**config.mk**
```make
export PLATFORM = sky130hd
export DESIGN_NAME = canny
export DESIGN_NICKNAME = d
export VERILOG_FILES = /design/src/rtl/canny.sv
export SDC_FILE = /design/constraint.sdc
export NUM_CORES = 1
export LEC_CHECK = 0
export ABC_AREA = 1
export CELL_PAD_IN_SITES_DETAIL_PLACEMENT = 0
export CELL_PAD_IN_SITES_GLOBAL_PLACEMENT = 2
export CORE_AREA = 2 2 215 217
export CTS_CLUSTER_DIAMETER = 50
export DETAILED_ROUTE_END_ITERATION = 7
export DIE_AREA = 0 0 217 219
export PLACE_DENSITY_LB_ADDON = 0.3
export SYNTH_ARGS = -nofsm -noshare
export SYNTH_HDL_FRONTEND = slang
export SYNTH_SLANG_ARGS = --single-unit
```
**constraint.sdc**
```tcl
create_clock -name clk -period 7.9 [get_ports clk]
set_clock_uncertainty 0.2 [all_clocks]
set_input_delay 2.37 -clock clk [delete_from_list [all_inputs] [get_ports clk]]
set_output_delay 2.37 -clock clk [all_outputs]
set_load 0.02 [all_outputs]
```
**src/rtl/canny.sv**
```systemverilog
// canny: fully pipelined Sobel gradient stage of the Canny edge datapath.
// Accepts one 3x3 window of 16-bit pixels per clock, produces |Gx|, |Gy|,
// their signs and a combined edge strength three edges after sampling.
// Optional build macro: CANNY_THRESH_EN binarizes dxy against THRESHOLD.
module canny #(
    parameter logic [15:0] THRESHOLD = 16'd100
) (
    input  logic        clk,
    input  logic        reset,
    input  logic        start,
    input  logic [15:0] im11,
    input  logic [15:0] im12,
    input  logic [15:0] im13,
    input  logic [15:0] im21,
    input  logic [15:0] im22,
    input  logic [15:0] im23,
    input  logic [15:0] im31,
    input  logic [15:0] im32,
    input  logic [15:0] im33,
    output logic [15:0] dx_out,
    output logic        dx_out_sign,
    output logic [15:0] dy_out,
    output logic        dy_out_sign,
    output logic [15:0] dxy,
    output logic        data_occur
);

    // Centre pixel plays no part in Sobel; THRESHOLD is idle in the default build.
    logic w_unused;
    assign w_unused = ^{im22, THRESHOLD};

    // Stage 1 weighted sums: right/left columns for Gx, bottom/top rows for Gy.
    logic [17:0] w_sx_pos, w_sx_neg, w_sy_pos, w_sy_neg;
    assign w_sx_pos = {2'b00, im13} + {1'b0, im23, 1'b0} + {2'b00, im33};
    assign w_sx_neg = {2'b00, im11} + {1'b0, im21, 1'b0} + {2'b00, im31};
    assign w_sy_pos = {2'b00, im31} + {1'b0, im32, 1'b0} + {2'b00, im33};
    assign w_sy_neg = {2'b00, im11} + {1'b0, im12, 1'b0} + {2'b00, im13};

    logic [17:0] r_sx_pos, r_sx_neg, r_sy_pos, r_sy_neg;
    logic        r_v1;

    // S1: capture weighted sums for valid windows; bubbles only clear the valid.
    always_ff @(posedge clk or posedge reset) begin
        if (reset) begin
            r_sx_pos <= '0;
            r_sx_neg <= '0;
            r_sy_pos <= '0;
            r_sy_neg <= '0;
            r_v1     <= 1'b0;
        end else begin
            r_v1 <= start;
            if (start) begin
                r_sx_pos <= w_sx_pos;
                r_sx_neg <= w_sx_neg;
                r_sy_pos <= w_sy_pos;
                r_sy_neg <= w_sy_neg;
            end
        end
    end

    // Stage 2 signed differences (19-bit two's complement) and magnitudes.
    logic [18:0] w_gx, w_gy, w_gx_neg, w_gy_neg;
    logic [17:0] w_gx_mag, w_gy_mag;
    assign w_gx     = {1'b0, r_sx_pos} - {1'b0, r_sx_neg};
    assign w_gy     = {1'b0, r_sy_pos} - {1'b0, r_sy_neg};
    assign w_gx_neg = 19'd0 - w_gx;
    assign w_gy_neg = 19'd0 - w_gy;
    assign w_gx_mag = w_gx[18] ? w_gx_neg[17:0] : w_gx[17:0];
    assign w_gy_mag = w_gy[18] ? w_gy_neg[17:0] : w_gy[17:0];

    logic [17:0] r_gx_mag, r_gy_mag;
    logic        r_gx_sign, r_gy_sign;
    logic        r_v2;

    // S2: register magnitudes and signs of both gradients.
    always_ff @(posedge clk or posedge reset) begin
        if (reset) begin
            r_gx_mag  <= '0;
            r_gy_mag  <= '0;
            r_gx_sign <= 1'b0;
            r_gy_sign <= 1'b0;
            r_v2      <= 1'b0;
        end else begin
            r_v2 <= r_v1;
            if (r_v1) begin
                r_gx_mag  <= w_gx_mag;
                r_gy_mag  <= w_gy_mag;
                r_gx_sign <= w_gx[18];
                r_gy_sign <= w_gy[18];
            end
        end
    end

    // Stage 3 saturation and edge strength from the unsaturated magnitudes.
    logic [15:0] w_dx_sat, w_dy_sat, w_dxy;
    logic [18:0] w_mag;
    assign w_dx_sat = (|r_gx_mag[17:16]) ? 16'hFFFF : r_gx_mag[15:0];
    assign w_dy_sat = (|r_gy_mag[17:16]) ? 16'hFFFF : r_gy_mag[15:0];
    assign w_mag    = {1'b0, r_gx_mag} + {1'b0, r_gy_mag};

`ifdef CANNY_THRESH_EN
    assign w_dxy = (w_mag >= {3'b000, THRESHOLD}) ? 16'hFFFF : 16'h0000;
`else
    assign w_dxy = (|w_mag[18:16]) ? 16'hFFFF : w_mag[15:0];
`endif

    // S3: outputs load together on a valid result and hold through bubbles.
    always_ff @(posedge clk or posedge reset) begin
        if (reset) begin
            dx_out      <= '0;
            dx_out_sign <= 1'b0;
            dy_out      <= '0;
            dy_out_sign <= 1'b0;
            dxy         <= '0;
            data_occur  <= 1'b0;
        end else begin
            data_occur <= r_v2;
            if (r_v2) begin
                dx_out      <= w_dx_sat;
                dx_out_sign <= r_gx_sign;
                dy_out      <= w_dy_sat;
                dy_out_sign <= r_gy_sign;
                dxy         <= w_dxy;
            end
        end
    end

endmodule

```
==> impl.org, run 1 <==
** Clocking
- Hold buffer count at cts :: 0
- Clock tree synthesis inserted a total of 17 buffers.
- Deepest clock path buffer count :: 2
- CTS resizes :: 0
- CTS clk-pin slew, worst paths :: roughly 0.07 ns
- Latest clock arrival within the worst-skew pair :: ~0.45 ns
- Clock root buffer :: clkbuf_16
- Counting every sink on the clock net gives 163.
- TritonCTS built the clock tree.
- Number of levels the H-tree was split into :: 4
- In this run the post-CTS setup repair buffer count came out at 0.

** Yosys
- Of all flip-flops after synthesis, the portion carrying an async set or reset was 100%.
- Portion of synthesized cell area occupied by the leading cell type :: between 20% and 30%
- Post-synthesis average cell area :: between 7 and 8 µm²
- Synthesis produced a netlist with a net count of approximately 2300.
- By count the netlist is led by nand2_1, inv_1, nor2_1.
- Leading area contributor after synthesis :: dfrtp_1
- Yosys mapped the design onto 47 distinct sky130hd cell types.
- Summing every instance area after synthesis gives approximately 14000 µm².
- Ranked by total cell area, the synthesized netlist is headed by dfrtp_1, nand2_1, ha_1, fa_1, inv_1.
- Yosys instantiated no cell more often than nand2_1.
- Register bit total from synthesis :: around 160
- After synthesis, flip-flops and latches occupy 28.6% of the total area.
- In this run, synthesis inferred 0 flip-flops with an integrated enable.
- Among all flip-flop cells after synthesis, the most frequent one is dfrtp_1.
- Synth warnings :: 0
- Synthesis produced 1924 cells.

** Critical path
- Crit. End Element :: flop
- The worst register-to-register path has a setup slack of ~5 ns.
- Required time of the critical path :: 8.03 ns
- STA classifies the critical path startpoint as an input port.
- Critical path arrival :: between 5 and 6 ns
- For this run, the slowest stage of the critical path takes 0.56 ns.
- Of all nets on the critical path, the largest fanout is 4.
- The critical path contains buffers and inverters numbering 3 combined.
- Critical path cell sequence :: clkdlybuf4s50_1 -> fa_1 -> ha_1 -> inv_1 -> fa_1 -> inv_1 -> nand2_1 -> o21ai_0 -> a21oi_1 -> o21ai_0 -> a21boi_0 -> o21ai_0 -> nand2_1 -> nand3_1 -> nand2_1
- Startpoint-to-endpoint class of the critical path :: in -> reg
- Cell with the largest stage delay on the worst path :: fa_1
- Broken down by cell family, the worst path's largest delay share belongs to adder cells.

** GRT
- The initial antenna violation count is 0.
- Wire length of the first global-routing pass :: 69800 µm
- Via count of the first global-routing pass :: around 13000
- Met1 track demand over resource :: between 20% and 30%
- After global routing the overflow that remains totals 0.
- The layer flagged by global routing as most heavily used is met2.
- In the global route stage, met2 resource usage came out at between 30% and 40%.
- Met3 Resource Use GR :: 2.54%
- Global routing used 19.0% of the available tracks.
- Entering global routing, the biggest net connects between 80 and 90 pins.

** STA
- Max Fclk :: between 150 and 200 MHz
- Once routing completed, OpenROAD measured the worst setup slack at around 2.4 ns.
- Worst-margin pin slew :: approximately 1.1 ns
- For the final routed database, the setup TNS stands at 0 ns.
- For the finished layout, the period the worst path requires is 5.50 ns.
- Max Slew Vio Count :: 0
- Fin crit share :: a little over two thirds
- The count of final hold-check violations is 0.
- Unrepaired setup endpoints after global routing :: no
- Headroom to the max-slew limit came out at between 20% and 30%.
- Count of endpoints failing setup in the final report :: 0

** Final layout
- Relative area change from synthesis to final layout :: 21.2%
- Net count, final :: between 2000 and 2500
- The count of cells in the finished layout, fillers not included, comes to 2706.
- Antenna diode instance count :: 0
- The finished cells cover between 15000 and 20000 µm².
- Of the cells placed in the final design, the portion with a size suffix greater than 1 is ~5.6%.

** Detailed routing
- The final route contains between 10000 and 15000 vias.
- Starting DRT DRC Count :: 649
- The pre-antenna-repair detailed-routing pass consisted of 5 iterations.
- Via density :: around 4.6
- Summed over all layers, the routed wires come to around 44000 µm.
- In this run the remaining antenna-violating nets after routing total 0.
- For this run, design rule violations remaining after detail routing come to 0.
- Wire length per cell after detailed routing :: approximately 16 µm

** Floorplan
- The floorplan step set the die width to about 220 µm.
- Placement row count :: 78
- Die ar. :: roughly 48000 µm²
- The core region is 45100 µm².
- For this design the top-level I/O count stands at roughly 200.
- Initial standard-cell utilization of the core :: 31.6%
- From bottom edge to top edge, the die measures 219 µm.

** Power
- Clock network fraction of design power :: 14.1%
- Total power density per cell area :: between 300 and 400 nW/µm²
- Summed over all cells, the static leakage comes to 0.00845 µW.
- Switching portion of total power :: around 49%
- Summing internal, switching and leakage power gives ~6000 µW.
- Combinational logic burns approximately 63% of the power.
- For this design the total switching power over the nets is between 2000 and 3000 µW.
- Register share of total power :: between 20% and 30%
- Cell internal power dissipation :: just over 3000 µW
- Worst IR drop on VDD :: between 0.00015 and 0.0002 V

** Hold path
- Worst hold path class :: reg -> reg

** Place
- Gp weighted congestion :: 0.929
- Number of port buffers :: approximately 180
- Cell area reported after detailed placement :: roughly 17000 µm²
- Prior to clock tree synthesis, the placed netlist has a worst setup slack of slightly below 2 ns.
- Including well taps, the total number of placed cells is 2675.
- After legalization and detailed placement, the total HPWL measured approximately 38000 µm.

** Status
- Run status :: finished clean

** Job
- The tool flagged a number of max-cap violations equal to 0.
## through the flow
step	util (%)	hold WS (ns)
after floorplan	-	0.152
after global placement	37.0	0.264
after detailed placement	37.0	0.270
after CTS	38.3	0.288
after global routing	38.3	0.305
final	38.3	0.278
## cell families after synthesis
group                      after synthesis  share of synthesized area (%)
and+or+nand+nor                        879                           26.1
AOI/OAI and AO/OA                      327                           13.3
buffers and inverters                  314                           8.56
adders and majority gates              191                           20.3
DFF                                    163                           28.6
xor gates and xnor gates                48                           3.00
muxes                                    2                          0.158
## area by class of cell
cell class / count / area, µm²
Clock buffer: 20 / 457
Clock inverter: 11 / 129
Fill cell: 4819 / 27800
Inverter: 275 / 1040
Multi-Input combinational cell: 1447 / 8960
Sequential cell: 163 / 4080
Tap cell: 600 / 751
Timing Repair Buffer: 190 / 1870
## final timing paths
| path | cells past startpoint | from | to |
|---|---|---|---|
| worst min-delay path | 2 | r_sx_neg[5] | r_sx_neg[5] |
| min in group asynchronous | 2 | reset | dx_out[15] |
| max in group asynchronous | 3 | reset | r_gx_mag[12] |
| worst max-delay path | 15 | im31[1] | r_sy_pos[13] |
| worst max register to register | 17 | r_sy_pos[0] | r_gy_mag[5] |
| worst min register to register | 2 | r_sx_neg[5] | r_sx_neg[5] |
## registers in the layout, indices dropped and copies added, names as in the netlist, 16 cells and up
name,count
dx_out,16
dxy,16
dy_out,16
r_gx_mag,18
r_gy_mag,18
r_sx_neg,18
r_sx_pos,18
r_sy_neg,18
r_sy_pos,18
## power by group through the flow
stage | registers (µW) | clock network (µW) | logic [µW]
2_1_floorplan | 1400 | 0 | 2690
6_report | 1360 | 845 | 3800
5_1_grt | 1400 | 907 | 4360
3_5_place_dp | 1380 | 0 | 3830
4_1_cts | 1370 | 873 | 3850
3_3_place_gp | 1380 | 0 | 3810
## layout by cell type, fill, tap and decap left out, drive strengths merged, types with 2 or more instances in the layout
cell type	netlist	layout
nand2	494	494
inv	275	277
nor2	196	196
clkdlybuf4s50	0	180
dfrtp	163	163
nand3	139	139
ha	124	124
o21ai	112	112
a21oi	112	112
fa	67	67
a31oi	50	50
xor2	33	33
clkbuf	31	20
nor3	15	15
xnor2	15	15
or2	15	15
a21o	11	11
nand4	10	10
o21bai	10	10
buf	8	10
o22ai	7	7
a21boi	7	7
nand3b	6	6
o211ai	6	6
clkinvlp	0	5
a31o	3	3
a211oi	3	3
o31ai	3	3
nor4	2	2
and2	2	2
mux2	2	2
bufinv	0	2
clkinv	0	2
## worst reg2reg max path, cell delays in order, from the launching register on
cell and delay (ns):
dfrtp_1 0.36, inv_1 0.07, ha_1 0.14, inv_1 0.08
fa_1 0.43, nand2_2 0.11, nand3_2 0.11, nand3_2 0.11
nand2_2 0.09, nand2_2 0.07, nand2_1 0.07, nand2_1 0.09
inv_2 0.04, nor2_4 0.30, inv_2 0.15, nor2_1 0.14
xor2_1 0.23, o21ai_1 0.08
## per-layer routing
| metal | up-vias | wire, µm |
|---|---|---|
| li1 | 6600 | - |
| met1 | 5641 | 21100 |
| met2 | 285 | 20600 |
| met3 | 42 | 1580 |
| met4 | 0 | 1040 |
| met5 | - | 0 |
(Power assumes the default switching activity.)
==> run 2, diff against run 1 <==
==> constraint.sdc (replaced) <==
create_clock -name clk -period 5.55 [get_ports clk]
set_clock_uncertainty 0.2 [all_clocks]
set_input_delay 1.665 -clock clk [delete_from_list [all_inputs] [get_ports clk]]
set_output_delay 1.665 -clock clk [all_outputs]
set_load 0.02 [all_outputs]
==> run 2 against run 1 <==
  * Global-route usage grew 0.14 points
  * Die area is the same
  * Non-clock buffer count grew 1
  * Critical path depth is the same
  * Power grew 42%
  * Largest cell class unchanged
  * Wire length is essentially flat
  * Utilization grew 0.058 points
==> impl.org, run 2 (synthesis gave the netlist of run 1 again) <==
** GRT
- Wire length of the first global-routing pass :: between 70000 and 80000 µm
- The via count of the first global-routing pass is approximately 13000.
- Initial antenna violation count :: 0
- Combined global-route utilization of all metal layers :: 19.2%
- Entering global routing, the biggest net connects 85 pins.
- The total overflow left after global routing is 0.

** Clocking
- Number of buffers added by the clock tree synthesis step :: 17
- Latest clock arrival within the worst-skew pair :: between 0.4 and 0.5 ns
- Clock tree synthesis found a total of about 160 sinks.
- Deepest clock path buffer count :: 2
- Number of buffers added for setup after CTS :: 0
- CTS resizes :: 0
- Clock root buffer :: clkbuf_16
- CTS clk-pin slew, worst paths :: 0.07 ns
- Clock tree from TritonCTS :: yes
- In this run the number of H-tree levels came out at 4.
- Hold buffer count at cts :: 0

** STA
- The count of final hold-check violations came to 0.
- Dividing the final minimum period by the clock period gives a little under nine tenths.
- The smallest clock period supported by the final layout is computed as 4.75 ns.
- Max Slew Vio Count :: 0
- Slew Limit Headroom :: around 22%
- Count of endpoints failing setup in the final report :: 0
- Setup total negative slack on the finished layout was measured at 0 ns.
- Setup repair after global routing left no endpoint under its margin.
- Across all hold checks on the routed design, the worst slack comes to about 0.28 ns.
- Worst-margin pin slew :: 1.16 ns
- Max Fclk :: ~210 MHz

** Hold path
- The path class of the tightest hold or removal check is reg -> reg.
- The worst hold path passes through 2 cells.

** Final layout
- Net count, final :: ~2400
- Relative to the synthesized area, the layout overhead comes to 21.4%.
- Ratio of cells with drive above 1 in the final layout :: 5.74%
- Post-layout util :: about two fifths
- Antenna diode instance count :: 0
- In the layout the commonest cells are nand2_1, inv_1, nor2_1.
- Most common cell after layout, fill and taps aside :: nand2_1
- Once layout is done, the placed cells without fillers occupy 17300 µm².

** Floorplan
- In this run the core area contains between 70 and 80 standard-cell rows.
- Die ar. :: approximately 48000 µm²
- Die X-Extent :: roughly 220 µm
- In this run the vertical extent of the chip is approximately 220 µm.
- Pin placement for this block handled 198 I/O pins.
- For this configuration, the core starts out at a cell density of between 30% and 40%.
- The region available for standard cell placement spans about 45000 µm².

** Critical path
- The worst setup path is of the in -> reg kind.
- Most frequent cell on the critical path :: nand2_1
- STA classifies the critical path endpoint as a flop.
- Largest fanout on the critical path :: 4
- Measured in cells, the most critical reg-to-reg path has a length of 17.
- The worst setup path is launched from an input port.
- Counting both buffers and inverters, the worst setup path holds a total of 3.
- Critical path arrival :: just under 5 ns
- Cell with the largest stage delay on the worst path :: fa_1
- The critical path goes through clkdlybuf4s50_1 -> fa_1 -> ha_1 -> inv_1 -> fa_1 -> inv_1 -> nand2_1 -> nand2_1 -> nand2_1 -> nand2_1 -> a21oi_1 -> o21ai_0 -> a21boi_0 -> or2_2 -> a31oi_1.
- Counting buffers and inverters, the worst setup path is 15 cells deep.
- Grouping stages by cell kind, the critical path spends the most delay in adder cells.
- Max stage delay on crit path :: 0.57 ns
- Required time of the critical path :: 5.73 ns

** Power
- Worst IR drop on VDD :: approximately 0.00024 V
- Summed over all cells, the static leakage comes to 0.00847 µW.
- Total power density per cell area :: around 490 nW/µm²

** Detailed routing
- After detailed routing, the average wire length per cell comes to between 15 and 20 µm.
- First-pass DRT Iterations :: 5
- Via density :: between 4 and 5
- The first routing iteration left ~640 violations.
- Detailed-route via count :: 12616
- The final layout contains routed wiring with a total length of between 40000 and 50000 µm.
- The count of nets left with antenna violations once routing finished came out at 0.
- Post-detailed-route DRC marker count :: 0

** Place
- Port buffering added about 180 buffers.
- Gp weighted congestion :: roughly 0.9
- Detailed placement HPWL :: roughly 37000 µm
- Cell area reported after detailed placement :: ~17000 µm²

** Status
- Run status :: finished clean

** Job
- Number of max-capacitance violations reported :: 0
==> run 2: per-layer routing <==
metal | share of wire [%] | up-vias | GRT usage (%)
met4 | 1.0 | 0 | 4.32
li1 | - | 6585 | -
met2 | 47 | 239 | 33.0
met5 | 0 | - | 0
met3 | 3.6 | 22 | 2.63
met1 | 48 | 5770 | 25.5
==> run 2: area by class of cell <==
class                      count  area [µm²]
multi-input combinational   1447        8960
inverter                     275        1040
clock buffer                  19         453
tap                          600         751
fill                        4813       27800
sequential                   163        4080
clock inverter                13         128
timing repair buffer         191        1910
==> run 2: path summary, 6_finish.rpt <==
kind,startpoint,to,slack [ns]
worst max-delay path,im11[1],r_sx_neg[11],0.80
worst min-delay path,r_gy_sign,r_gy_sign,0.28
worst max register to register,r_sy_pos[0],r_gy_mag[5],2.49
worst min register to register,r_gy_sign,r_gy_sign,0.28
max in group asynchronous,reset,r_sx_pos[5],3.09
min in group asynchronous,reset,dx_out[15],1.31
==> run 2: stage by stage <==
stage | total power, µW | std cells | setup slack [ns]
after floorplan | 5820 | 1924 | 1.34
after global placement | 7400 | 2676 | 0.357
after detailed placement | 7440 | 2676 | 0.321
after CTS | 8670 | 2708 | 0.802
after global routing | 9490 | 2708 | 0.478
final | 8550 | 2708 | 0.798
==> run 2: power breakdown <==
part	leakage, µW	switching, µW	internal [µW]
logic	0.00635	3390	2040
clock network	0.000282	533	648
registers	0.00184	323	1610
total	0.00847	4250	4300
==> run 2: worst reg2reg max path, cell delays in order (launching register included) <==
cell	delay (ns)
dfrtp_1	0.36
inv_1	0.07
ha_1	0.15
inv_1	0.09
fa_1	0.44
nand2_2	0.11
nand3_2	0.11
nand3_2	0.11
nand2_2	0.09
nand2_2	0.07
nand2_1	0.08
nand2_1	0.09
inv_2	0.04
nor2_4	0.31
inv_2	0.16
nor2_1	0.14
xor2_1	0.24
o21ai_1	0.09
==> run 3, diff against run 2 <==
--- a/config.mk
+++ b/config.mk
@@ -12,6 +12,7 @@
 export CTS_CLUSTER_DIAMETER = 50
 export DETAILED_ROUTE_END_ITERATION = 7
 export DIE_AREA = 0 0 217 219
+export MAX_ROUTING_LAYER = met4
 export PLACE_DENSITY_LB_ADDON = 0.3
 export SYNTH_ARGS = -nofsm -noshare
 export SYNTH_HDL_FRONTEND = slang
==> run 3 against run 2 <==
  * Fmax up 0.57%
  * Power up 0.14%
  * Flip-flop and latch count unchanged
  * Non-clock buffer count unchanged
  * Combinational power hardly changed
  * Final area about the same
  * Critical path type unchanged
  * Highest routed layer unchanged
==> impl.org, run 3 (synthesis gave the netlist of run 1 again) <==
** STA
- Worst hold slack across all endpoints :: around 0.28 ns
- Worst-margin pin slew :: 1.20 ns
- The smallest clock period supported by the final layout is computed as between 4 and 5 ns.
- After layout, the worst path uses a little under nine tenths of the clock period.
- Max Slew Vio Count :: 0
- Setup slack on the critical path of the routed design comes to 0.825 ns.
- The count of final hold-check violations came to 0.
- Setup tns final :: 0 ns
- Max Fclk :: 212 MHz
- Unrepaired setup endpoints after global routing :: no
- Slew Limit Headroom :: 19.4%
- Setup violations remaining at the end of the flow were counted as 0.

** Critical path
- FF-to-FF setup slack :: roughly 2.5 ns
- The number of buffers and inverters on the critical path is 3.
- Of all nets on the critical path, the largest fanout is 4.
- Most frequent cell on the critical path :: nand2_1
- STA classifies the critical path startpoint as an input port.
- Cell with the largest stage delay on the worst path :: fa_1
- In this design, the stage delay of the slowest critical-path cell is 0.56 ns.
- Worst flop-to-flop path endpoint :: r_gx_mag[15]
- Number of cell instances on the worst register-to-register path :: 18
- The worst register-to-register path begins at r_sx_pos[0].
- Data on the critical path arrives at its endpoint at between 4 and 5 ns.
- The critical path is of the in -> reg type.
- Crit. End Element :: flop
- Walking the worst path, the cells encountered are clkdlybuf4s50_1 -> fa_1 -> ha_1 -> inv_1 -> fa_1 -> inv_1 -> nand2_1 -> nand2_1 -> nand2_1 -> nand2_1 -> a21oi_1 -> o21ai_0 -> a21boi_0 -> or2_2 -> a31oi_1.
- Delay-heaviest family, CP :: adder cells
- At the worst endpoint, the required time is 5.72 ns.

** Final layout
- Leaving out fill and tap cells, the most frequent cell in the layout is nand2_1.
- Summing all non-filler instances in the final layout gives an area of ~17000 µm².
- Relative area change from synthesis to final layout :: 21.5%
- After the flow finishes, the layout carries non-filler instances totaling 2709.
- The filler cells instantiated in the layout total 4863.
- Commonest non-fill, non-tap cells in the layout :: nand2_1, inv_1, nor2_1
- At the end of the flow, the number of nets in the layout was 2433.
- Cells with a size suffix above 1 make up 5.69% of the layout.

** Place
- Number of cells in the design after placement :: 2676
- Pre-CTS worst setup slack :: 0.317 ns
- Cell area reported after detailed placement :: approximately 17000 µm²
- Routability-driven placement finished with a final weighted congestion of around 0.93.
- The wire-length estimate of the detail-placed layout is ~37000 µm.
- In this run the tool buffered the top-level ports with approximately 180 buffer cells.

** GRT
- GR Overflow Total :: 0
- Initial antenna violation count :: 1
- For met1 alone, demand over resource in global routing was 26.1%.
- Entering global routing, the biggest net connects 85 pins.
- Global routing used under 10% of the available met3 tracks.
- Global routing consumed, over all layers together, between 10% and 20% of the routing resources.
- Via count of the first global-routing pass :: around 13000
- The layer flagged by global routing as most heavily used is met2.
- Global routing used between 30% and 40% of the available met2 tracks.
- Wire length of the first global-routing pass :: ~70000 µm

** Hold path
- Startpoint of the tightest hold check path :: r_sy_neg[0]
- The path class of the tightest hold or removal check is reg -> reg.
- Hold path cells :: 2
- For hold timing, the worst endpoint is r_sy_neg[0].

** Detailed routing
- Post-detailed-route DRC marker count :: 0
- The final layout contains routed wiring with a total length of around 44000 µm.
- For this block, the initial DRC count from the detailed router was roughly 800.
- The first detailed-routing pass took 7 iterations.
- Via density :: roughly 4.7
- Wire length per cell after detailed routing :: ~16 µm
- Once detail routing completed, the nets flagged for antenna violations numbered 0.
- Detailed routing inserted a total of 12610 vias.

** Clocking
- TritonCTS built the clock tree.
- Deepest clock path buffer count :: 2
- Clock root buffer :: clkbuf_16
- Hold repair after CTS inserted 0 buffers.
- The H-tree was split into 4 levels.
- CTS clk-pin slew, worst paths :: around 0.07 ns
- The clock drives 163 sinks.
- Number of buffers added for setup after CTS :: 0
- For the worst-skew pair, the clock arrives at the later sink with an insertion delay of between 0.4 and 0.5 ns.
- CTS resizes :: 0
- Number of buffers added by the clock tree synthesis step :: 17

** Status
- The run finished with clean final reports.

** Floorplan
- Boundary pin count :: 198
- After floorplanning, the core was divided into 78 placement rows.
- The die is around 220 µm tall.
- Die ar. :: 47500 µm²
- Initial standard-cell utilization of the core :: a little under a third
- The floorplan step defined a core boundary enclosing 45100 µm².
- In this run the horizontal extent of the chip is 217 µm.

** Job
- Number of max-capacitance violations reported :: 0

** Power
- For this design the ratio of total power to cell area is approximately 500 nW/µm².
- Across the VDD grid, the largest voltage drop is roughly 0.00026 V.
- Static leakage power :: roughly 0.0085 µW
==> run 3: changes by cell type in the layout (fill, tap and decap cells not counted) <==
cell       previous run  this run
inv_6                 2         3
clkinv_4              5         3
clkbuf_1              0         1
clkbuf_8              2         0
bufinv_16             1         2
diode_2               0         1
clkinv_2              2         3
==> run 3: worst max-delay path by stage <==
| stage | start | endpoint | slack, ns | cells after the start |
|---|---|---|---|---|
| final | im11[1] | r_sx_neg[11] | 0.83 | 15 |
| after global routing | im11[1] | r_sx_neg[13] | 0.51 | 17 |
| after CTS | im11[1] | r_sx_neg[11] | 0.79 | 15 |
| after detailed placement | im11[1] | r_sx_neg[11] | 0.32 | 15 |
| after global placement | im31[1] | r_sy_pos[13] | 0.33 | 15 |
| after floorplan | im31[1] | r_sy_pos[13] | 1.34 | 14 |
==> run 3: worst min-delay path: stages (launching register included) <==
cell     delay (ns)
dfrtp_1        0.35
nand2_1        0.05
nand2_1        0.05
==> run 3: layout make-up <==
| class | count | area, µm² | share of cell area, % |
|---|---|---|---|
| inverters | 275 | 1040 | 5.98 |
| clock inverters | 14 | 154 | 0.889 |
| repair buffers | 191 | 1910 | 11.0 |
| diodes | 1 | 2.50 | 0.0144 |
| clock buffers | 18 | 429 | 2.48 |
| well taps | 600 | 751 | 4.33 |
| multi-input cells | 1447 | 8960 | 51.7 |
| flip-flops and latches | 163 | 4080 | 23.6 |
==> run 3: metrics by stage <==
step                      total power (µW)  util (%)
final                                 8560      38.4
after global routing                  9480      38.4
after CTS                             8680      38.4
after detailed placement              7440      37.1
after global placement                7400      37.1
after floorplan                       5820         -
==> run 3: metal layers <==
layer | part of all wire (%) | vias up | routed length [µm]
li1 | - | 6594 | -
met4 | 1.8 | 0 | 803
met2 | 46 | 271 | 20600
met1 | 49 | 5700 | 21600
met5 | 0 | - | 0
met3 | 3.2 | 45 | 1430
==> run 3: where the power goes <==
part           switching [µW]  internal [µW]  leakage, µW  total, µW
registers                 331           1610      0.00184       1950
clock network             525            668     0.000283       1190
logic                    3390           2030      0.00635       5420
total                    4240           4320      0.00847       8560
